`src/rtl/dec_arb_pkg.sv`:
```
// Shared definitions for the decoded round-robin arbiter.
//   arb_state_e : arbiter FSM states (IDLE, GRANT, RELEASE), 2-bit encoding
//   NUM_REQ     : number of requesters sharing the decoded resource
//   IDX_W       : width of a requester index
package dec_arb_pkg;

  localparam int NUM_REQ = 4;
  localparam int IDX_W   = 2;

  typedef enum logic [1:0] {
    ST_IDLE    = 2'd0,
    ST_GRANT   = 2'd1,
    ST_RELEASE = 2'd2
  } arb_state_e;

endpackage : dec_arb_pkg

```
`src/rtl/dec_rr_arbiter_dec2_4.sv`:
```
// 2-to-4 decoder with enable, used to turn the registered owner index into
// one-hot select lines for the shared resource.
//   b  : 2-bit index to decode
//   en : enable; when low every output line is low
//   a  : one-hot decoded output (all zero when en=0)
module dec2_4 (
  input  logic [1:0] b,
  input  logic       en,
  output logic [3:0] a
);

  always_comb begin
    a = 4'b0000;
    if (en) begin
      a = 4'b0001 << b;
    end
  end

endmodule : dec2_4

```
`src/rtl/dec_rr_arbiter.sv`:
```
// Round-robin arbiter sharing one 2-to-4 decoded resource among 4 requesters.
// The winner's index and a valid flag are registered and decoded by dec2_4 into
// a one-hot grant. A hold timer bounds each tenure while others are waiting.
//
// Handshake: req[i] is a level request held for as long as requester i wants
// the resource; gnt[i] high means requester i owns it this cycle. Dropping
// req[i] while owning ends the tenure; the grant falls for one dead cycle.
//
//   clk      : rising-edge clock
//   rst_n    : asynchronous active-low reset
//   req      : level request per requester
//   gnt      : one-hot grant (combinational through the decoder only)
//   gnt_idx  : registered index of the current / most recent owner
//   gnt_vld  : registered, high while an owner holds the resource
//   timeout  : registered 1-cycle pulse during a force-ended RELEASE cycle
//   state    : debug view of the FSM state (arb_state_e encoding)
module dec_rr_arbiter
  import dec_arb_pkg::*;
#(
  parameter int MAX_HOLD = 8,
  parameter int HOLD_W   = 4
) (
  input  logic               clk,
  input  logic               rst_n,
  input  logic [NUM_REQ-1:0] req,
  output logic [NUM_REQ-1:0] gnt,
  output logic [IDX_W-1:0]   gnt_idx,
  output logic               gnt_vld,
  output logic               timeout,
  output logic [1:0]         state
);

  localparam logic [HOLD_W-1:0] HOLD_LAST = HOLD_W'(MAX_HOLD - 1);

  arb_state_e          state_q, state_d;
  logic [IDX_W-1:0]    idx_d;
  logic                vld_d;
  logic                to_d;
  logic [IDX_W-1:0]    ptr_q, ptr_d;
  logic [HOLD_W-1:0]   hold_q, hold_d;

  logic                win_found;
  logic [IDX_W-1:0]    win_idx;
  logic [NUM_REQ-1:0]  others;

  // Scan from p upward with wrap; returns {found, index}.
  function automatic logic [IDX_W:0] rr_pick(input logic [NUM_REQ-1:0] r,
                                             input logic [IDX_W-1:0]   p);
    logic             found;
    logic [IDX_W-1:0] idx;
    logic [IDX_W-1:0] cand;
    found = 1'b0;
    idx   = p;
    for (int i = 0; i < NUM_REQ; i++) begin
      cand = p + IDX_W'(i);
      if (!found && r[cand]) begin
        found = 1'b1;
        idx   = cand;
      end
    end
    return {found, idx};
  endfunction

  assign {win_found, win_idx} = rr_pick(req, ptr_q);

  // Requests from anyone other than the current owner.
  assign others = req & ~(NUM_REQ'(1) << gnt_idx);

  always_comb begin
    state_d = state_q;
    idx_d   = gnt_idx;
    vld_d   = gnt_vld;
    to_d    = 1'b0;
    ptr_d   = ptr_q;
    hold_d  = hold_q;
    case (state_q)
      ST_IDLE, ST_RELEASE: begin
        vld_d  = 1'b0;
        hold_d = '0;
        if (win_found) begin
          state_d = ST_GRANT;
          idx_d   = win_idx;
          vld_d   = 1'b1;
        end else begin
          state_d = ST_IDLE;
        end
      end
      ST_GRANT: begin
        vld_d  = 1'b1;
        hold_d = (hold_q == HOLD_LAST) ? hold_q : hold_q + HOLD_W'(1);
        // A voluntary drop wins over an expiring timer, so timeout stays 0.
        if (!req[gnt_idx]) begin
          state_d = ST_RELEASE;
          vld_d   = 1'b0;
          hold_d  = '0;
          ptr_d   = gnt_idx + IDX_W'(1);
        end else if (hold_q == HOLD_LAST && others != '0) begin
          state_d = ST_RELEASE;
          vld_d   = 1'b0;
          to_d    = 1'b1;
          hold_d  = '0;
          ptr_d   = gnt_idx + IDX_W'(1);
        end
      end
      default: begin
        state_d = ST_IDLE;
        vld_d   = 1'b0;
        hold_d  = '0;
      end
    endcase
  end

  always_ff @(posedge clk or negedge rst_n) begin
    if (!rst_n) begin
      state_q <= ST_IDLE;
      gnt_idx <= '0;
      gnt_vld <= 1'b0;
      timeout <= 1'b0;
      ptr_q   <= '0;
      hold_q  <= '0;
    end else begin
      state_q <= state_d;
      gnt_idx <= idx_d;
      gnt_vld <= vld_d;
      timeout <= to_d;
      ptr_q   <= ptr_d;
      hold_q  <= hold_d;
    end
  end

  assign state = state_q;

  dec2_4 u_dec (
    .b  (gnt_idx),
    .en (gnt_vld),
    .a  (gnt)
  );

endmodule : dec_rr_arbiter

```
`config.mk`:
```
export PLATFORM = sky130hd
export DESIGN_NAME = dec_rr_arbiter
export DESIGN_NICKNAME = d
export VERILOG_FILES = /design/src/rtl/dec_arb_pkg.sv /design/src/rtl/dec_rr_arbiter_dec2_4.sv /design/src/rtl/dec_rr_arbiter.sv
export SDC_FILE = /design/constraint.sdc
export NUM_CORES = 1
export LEC_CHECK = 0
export BUFFER_PORTS_ARGS = -buffer_cell sky130_fd_sc_hd__buf_2
export CAP_MARGIN = 20
export CORE_MARGIN = 2
export CORE_UTILIZATION = 30
export CTS_BUF_LIST = sky130_fd_sc_hd__clkbuf_4 sky130_fd_sc_hd__clkbuf_8
export DETAILED_ROUTE_END_ITERATION = 6
export PLACE_DENSITY_LB_ADDON = 0.2
export SLEW_MARGIN = 20
export SYNTH_ARGS = -nofsm -noshare
export SYNTH_HDL_FRONTEND = slang
export SYNTH_SLANG_ARGS = --single-unit
```
`constraint.sdc`:
```
create_clock -name clk -period 1.9 [get_ports clk]
set_clock_uncertainty 0.2 [all_clocks]
set_input_delay 0.38 -clock clk [delete_from_list [all_inputs] [get_ports clk]]
set_output_delay 0.38 -clock clk [all_outputs]
set_load 0.1 [all_outputs]
```
==> results of run 1 <==
[layer usage]
layer  part of all wire [%]  vias up  wire, um  track usage (%)
li1                       -      320         -                -
met1                     46      316       789             17.0
met2                     46       27       792             22.4
met3                    6.7        2       115             2.54
met4                   0.82        0        14             8.55
met5                      0        -         0                0
[metrics by stage]
step                utilization (%)  area (um^2)  instances
floorplan                         -          788         69
global placement               44.7         1020        120
detailed placement             44.7         1020        120
CTS                            49.5         1130        129
global route                   50.8         1160        129
finish                         50.8         1160        129
[flip-flops by register name, summed over array words and instances, names as in the netlist]
| name | flops |
|---|---|
| ptr_q | 2 |
| hold_q | 4 |
| timeout | 1 |
| state | 2 |
| gnt_idx | 2 |
| gnt_vld | 1 |
[repair_timing]
action                                 4_1_cts  5_1_grt
endpoints found under the hold margin       12        0
pin swaps                                    5        3
hold buffers                                 1        0
setup endpoints to repair                    6       12
resized for setup                            8        6
setup buffers                                4        0
[how the worst max path moves through the flow]
stage                           start  depth (start not counted)                   end  slack (ns)
3_5_place_dp   gnt_idx[0]$_DFFE_PN0P_                          6  ptr_q[1]$_DFFE_PN0P_       -0.02
4_1_cts        gnt_idx[0]$_DFFE_PN0P_                          5                gnt[0]       -0.11
5_1_grt        gnt_idx[0]$_DFFE_PN0P_                          5                gnt[0]       -0.13
3_3_place_gp   gnt_idx[0]$_DFFE_PN0P_                          6  ptr_q[1]$_DFFE_PN0P_       -0.01
2_1_floorplan  gnt_idx[0]$_DFFE_PN0P_                          6  ptr_q[1]$_DFFE_PN0P_       -0.15
6_report       gnt_idx[0]$_DFFE_PN0P_                          5                gnt[0]       -0.09
[layout make-up]
cell class	count	share of cell area [%]
tap	28	3.03
clock buffer	4	2.60
inverter	4	1.73
multi-input combinational	53	43.3
timing repair buffer	28	22.6
sequential	12	26.7
[cells by family (layout without fill, tap and decap cells)]
group | count (synthesis) | in the layout
DFF | 12 | 12
AOI/OAI and AO/OA | 16 | 16
and+or+nand+nor | 27 | 27
xor gates and xnor gates | 2 | 2
adders and majority gates | 5 | 5
muxes | 3 | 3
buffers and inverters | 4 | 36
[cell usage in the layout (no fill, tap or decap), types with 3 or more instances in the layout]
master / count
sky130_fd_sc_hd__a21oi_1: 5
sky130_fd_sc_hd__and2_4: 4
sky130_fd_sc_hd__buf_12: 5
sky130_fd_sc_hd__buf_2: 10
sky130_fd_sc_hd__buf_4: 8
sky130_fd_sc_hd__buf_6: 3
sky130_fd_sc_hd__clkbuf_4: 5
sky130_fd_sc_hd__dfrtp_1: 9
sky130_fd_sc_hd__ha_4: 3
sky130_fd_sc_hd__nor2_1: 6
sky130_fd_sc_hd__nor2b_2: 4
[synth_stat cells]
library cell,n
sky130_fd_sc_hd__a21oi_1,5
sky130_fd_sc_hd__a21bo_2,1
sky130_fd_sc_hd__nand2b_1,2
sky130_fd_sc_hd__xnor2_1,1
sky130_fd_sc_hd__a21oi_4,1
sky130_fd_sc_hd__and2_1,4
sky130_fd_sc_hd__nor4_2,1
sky130_fd_sc_hd__inv_1,4
sky130_fd_sc_hd__dfrtp_1,12
sky130_fd_sc_hd__nor2b_1,3
sky130_fd_sc_hd__nor3_1,2
sky130_fd_sc_hd__nor4_1,1
sky130_fd_sc_hd__o22ai_1,3
sky130_fd_sc_hd__o32ai_1,1
sky130_fd_sc_hd__and3b_1,1
sky130_fd_sc_hd__xor2_1,1
sky130_fd_sc_hd__nand2_1,1
sky130_fd_sc_hd__a221oi_1,2
sky130_fd_sc_hd__mux2i_1,1
sky130_fd_sc_hd__o21ai_0,1
sky130_fd_sc_hd__a31oi_1,1
sky130_fd_sc_hd__mux4_2,1
sky130_fd_sc_hd__nor2_1,7
sky130_fd_sc_hd__nand3_1,2
sky130_fd_sc_hd__nor2b_2,1
sky130_fd_sc_hd__nand3b_1,2
sky130_fd_sc_hd__mux2_4,1
sky130_fd_sc_hd__o41ai_4,1
sky130_fd_sc_hd__ha_1,5
[worst register-to-register path, stage by stage (launching register included)]
cell and delay, ns:
sky130_fd_sc_hd__dfrtp_4 0.52, sky130_fd_sc_hd__inv_4 0.09, sky130_fd_sc_hd__buf_12 0.10, sky130_fd_sc_hd__ha_4 0.12
sky130_fd_sc_hd__nor2b_2 0.05, sky130_fd_sc_hd__o41ai_4 0.36, sky130_fd_sc_hd__a21oi_4 0.10, sky130_fd_sc_hd__mux2_4 0.30
==> out/results.ini, run 1 <==
[placement]
place.gp.congestion=0.731
pre_cts_slack_ns=-0.0246
buffer_ports.inserted=15
final_hpwl_dp_um=1240

[clock_tree]
tritoncts=done
cts-root-to-sink-buffers=2
h-tree-depth=1
tritoncts.num_buffers=3
clkSinkCount=12
insertion_delay_ns=0.27
clockRootBuffer=sky130_fd_sc_hd__clkbuf_4
clkTransAtPathRegs_ns=0.08

[global_route]
antenna_found_initial=0
grt_start_max_net_pins=13
grt_overflow=0
grt_use_total_pct=13.9
grt_pass1_vias=644
grt_pass1_wl_um=2820

[worst_setup_path]
crit_path_cells=inv_4 -> buf_12 -> ha_4 -> and2_4 -> buf_12
path_delay_family=flip-flops
biggest_fanout_along_the_worst_timing_path=4
worst_flop_to_flop_path_startpoint=gnt_idx[0]$_DFFE_PN0P_
worst_path_largest_cell_delay_ns=0.52
r2r_slack_ns=-0.05
critical_path.n_buffers_inverters=3
worst_r2r_path_depth=7
rr_endpoint=ptr_q[1]$_DFFE_PN0P_
critical_path.startpoint_type=flip-flop
worst_path_max_delay_cell=sky130_fd_sc_hd__dfrtp_4
endpoint_kind=primary output
critical_path_required_ns=1.32
crit_type=reg2out
critPathMostFrequentCell=sky130_fd_sc_hd__buf_12
worst_ep_arrival_time_ns=1.41

[hold_path]
min_path_cells=3
hold_path.class=in2reg
min_from=req[1]
hold_end=gnt_idx[0]$_DFFE_PN0P_

[logic_synthesis]
synth.avg_cell_area_um2=10.7
yosys.area_share.simple_pct=21.4
synthMuxAreaShare_pct=6.46
synth_top_family_by_area=simple AND/OR/NAND/NOR gates
yosys.area_share.xor_xnor_pct=2.38
yosysWarnings=0
yosys.cell_types.count=29
synth_top_area_cell=sky130_fd_sc_hd__dfrtp_1
netlist_area_before_placement_um2=736
synth_cells=69
post_synth_fa_ha_maj_area_fraction_pct=8.50
synth_seq_cells=12
compound_gate_portion_of_the_synthesized_area_pct=18.4
synth.area.top_cells=sky130_fd_sc_hd__dfrtp_1, sky130_fd_sc_hd__ha_1, sky130_fd_sc_hd__o41ai_4
mappedNetlistNets=80
synth_seq_area_share_pct=40.8
yosysTopAreaCellShare_pct=40.8

[route]
avgViaCountPerCell=5.16
post_route_ant_nets=0
postRouteWirelength_um=1710
drcViolationCount=0
drt_pass_1_iters=4
via_count=665
drt_first_iter_violations=17
wire_per_inst_um=13.3

[layout]
filler_cell_count=187
antenna_cells_inserted=0
sequential_cell_area_um2=309
multiInputGateArea_um2=500
final_layout_size_suffix_gt1_share_pct=56.4
nets=113
synthToLayoutAreaGrowth_pct=57.1

[sta]
timing.final.ws_setup_ns=-0.0864
tightest_slew_ns=0.491
final.min_clock_period_ns=1.99
final_setup_violations=5
finalHoldViolations=0
rsz0062_at_grt=true
tns_ns=-0.349
maximum_clock_frequency_mhz=503
report.final.slew_viol_count=0
timing.final.crit_share_pct=105
hold_slack_ns=0.276
slew-limit-headroom_pct=67.5

[run_status]
status=complete, but fails checks
violated_checks=negative setup slack

[floorplanning]
floorplan.io_pins=16
coreArea_um2=2280
die_h_um=53.5
floorplan.rows=17
die_area_um2=2860
initial_standard_cell_utilization_of_the_core_pct=32.3
die-width_um=53.5

[job]
cap_viol_max_count=0

Power of run 1 is left out: the tool's default activity adds up to more than one toggle a clock period on the data nets, which glitch-free logic cannot reach.
==> inputs of run 2 (changes only) <==
- BUFFER_PORTS_ARGS: -buffer_cell sky130_fd_sc_hd__buf_2 -> unset
- DONT_BUFFER_PORTS: unset -> 1
- clock period: 1.9 -> 1.7 ns (I/O delays scaled with it)
==> run 2 against run 1 <==
  * The flow still finishes with violations (negative setup slack)
  * Die area is the same
  * Critical path depth fell by 1
  * Flip-flop and latch count unchanged
  * Utilization up 3.7 points
  * Setup slack lost 0.19 ns
  * Via count is 1.2% higher
  * Routed wire length increased by 16%
  * Critical path type unchanged
==> out/results.ini, run 2 (synthesis results as in run 1) <==
[layout]
largest-register=hold_q  ; unchanged
antenna_cells_inserted=0  ; unchanged
largest_reg_flops=4  ; unchanged
filler_cell_count=185  ; was 187
final_instance_count_excl_fillers=134  ; was 129
nets=118  ; was 113
synthToLayoutAreaGrowth_pct=68.5  ; was 57.1%
final_layout_size_suffix_gt1_share_pct=64.2  ; was 56.4%
most_frequent_cells_in_the_layout=sky130_fd_sc_hd__buf_4, sky130_fd_sc_hd__dfrtp_1, sky130_fd_sc_hd__buf_6, sky130_fd_sc_hd__nor2_1, sky130_fd_sc_hd__clkbuf_4  ; was sky130_fd_sc_hd__buf_2, sky130_fd_sc_hd__dfrtp_1, sky130_fd_sc_hd__buf_4, sky130_fd_sc_hd__nor2_1
final_common_cell=sky130_fd_sc_hd__buf_4  ; was sky130_fd_sc_hd__buf_2

[route]
postRouteWirelength_um=1980  ; was 1710 um
post_route_ant_nets=0  ; unchanged
drcViolationCount=0  ; unchanged
via_count=673  ; was 665
wire_per_inst_um=14.8  ; was 13.3 um
avgViaCountPerCell=5.02  ; was 5.16
drt_pass_1_iters=4  ; unchanged
drt_first_iter_violations=10  ; was 17

[floorplanning]
die_area_um2=2860  ; unchanged
floorplan.rows=17  ; unchanged
coreArea_um2=2280  ; unchanged
floorplan.io_pins=16  ; unchanged
die-width_um=53.5  ; unchanged
die_h_um=53.5  ; unchanged
initial_standard_cell_utilization_of_the_core_pct=32.3  ; unchanged

[sta]
tns_ns=-2.72  ; was -0.349 ns
final.min_clock_period_ns=1.97
finalHoldViolations=0  ; unchanged
report.final.slew_viol_count=0  ; unchanged
slew-limit-headroom_pct=63.4  ; was 67.5%
timing.final.crit_share_pct=116
maximum_clock_frequency_mhz=507
rsz0062_at_grt=true  ; unchanged
tightest_slew_ns=0.547  ; was 0.491 ns
final_setup_violations=14  ; was 5
timing.final.ws_setup_ns=-0.273  ; was -0.0864 ns

[hold_path]
hold_path.class=in2reg  ; unchanged

[placement]
place.gp.congestion=0.763  ; was 0.731
pre_cts_slack_ns=-0.227  ; was -0.0246 ns
placed_cells_incl_taps=119  ; was 120
final_hpwl_dp_um=1330  ; was 1240 um
buffer_ports.inserted=0  ; was 15

[global_route]
grt_overflow=0  ; unchanged
grt_use_total_pct=16.5  ; was 13.9%
grt_start_max_net_pins=13  ; unchanged
grt_pass1_wl_um=3220  ; was 2820 um
grt_pass1_vias=684  ; was 644
antenna_found_initial=0  ; unchanged

[run_status]
status=complete, but fails checks  ; unchanged
violated_checks=negative setup slack  ; unchanged

[clock_tree]
tritoncts.num_buffers=3  ; unchanged
h-tree-depth=1  ; unchanged
cts-root-to-sink-buffers=2  ; unchanged
clkTransAtPathRegs_ns=0.08  ; about the same
insertion_delay_ns=0.29  ; was 0.27 ns
clkSinkCount=12  ; unchanged
clockRootBuffer=sky130_fd_sc_hd__clkbuf_4  ; unchanged
tritoncts=done  ; unchanged

[worst_setup_path]
crit_type=reg2out  ; unchanged
biggest_fanout_along_the_worst_timing_path=4  ; unchanged
endpoint_kind=primary output  ; unchanged
worst_ep_arrival_time_ns=1.43  ; was 1.41 ns
critical_path_required_ns=1.16  ; was 1.32 ns
critical_path.startpoint_type=flip-flop  ; unchanged

[job]
cap_viol_max_count=0  ; unchanged

-- run 2: critical path: stages (launching register included) --
cell and delay (ns):
sky130_fd_sc_hd__dfrtp_4 0.52, sky130_fd_sc_hd__inv_4 0.09, sky130_fd_sc_hd__ha_4 0.13, sky130_fd_sc_hd__buf_6 0.08
sky130_fd_sc_hd__and2_4 0.31
-- run 2: worst paths after layout --
| path | slack, ns | to | from | cells past startpoint |
|---|---|---|---|---|
| max reg2reg | -0.23 | ptr_q[1]$_DFFE_PN0P_ | gnt_idx[1]$_DFFE_PN0P_ | 6 |
| min in group asynchronous | 0.27 | hold_q[0]$_DFFE_PN0P_ | rst_n | 1 |
| min | 0.04 | gnt_idx[0]$_DFFE_PN0P_ | req[1] | 2 |
| min reg2reg | 0.39 | hold_q[3]$_DFFE_PN0P_ | hold_q[3]$_DFFE_PN0P_ | 2 |
| max | -0.27 | gnt[2] | gnt_idx[0]$_DFFE_PN0P_ | 4 |
| max in group asynchronous | 0.63 | gnt_idx[0]$_DFFE_PN0P_ | rst_n | 1 |
-- run 2: metal layers --
layer,GRT usage [%],vias up,wire (um)
li1,-,324,-
met1,19.6,317,875
met2,27.0,27,957
met3,2.82,5,105
met4,11.5,0,42
met5,0,-,0
-- run 2: cell type report --
cell class | instances | area, um^2 | area share (%)
flip-flops and latches | 12 | 309 | 24.9
multi-input cells | 53 | 548 | 44.2
repair buffers | 33 | 298 | 24.0
inverters | 4 | 20.0 | 1.61
clock buffers | 4 | 30.0 | 2.42
well taps | 28 | 35.0 | 2.83
-- run 2: metrics by stage --
| stage | util (%) | area [um^2] | hold slack [ns] |
|---|---|---|---|
| CTS | 51.6 | 1170 | 0.0316 |
| floorplan | - | 790 | -0.156 |
| finish | 54.5 | 1240 | 0.0390 |
| global route | 54.5 | 1240 | 0.0700 |
| global placement | 44.6 | 1010 | -0.155 |
| detailed placement | 44.6 | 1010 | -0.155 |
-- run 2: repair_timing --
action / 4_1_cts / 5_1_grt
setup buffers: 6 / 4
hold endpoints to repair: 12 / 0
pin swaps: 3 / 3
endpoints found under the setup margin: 14 / 16
resized for setup: 15 / 10
hold buffers: 1 / 0
Power of run 2 is left out for the same reason.
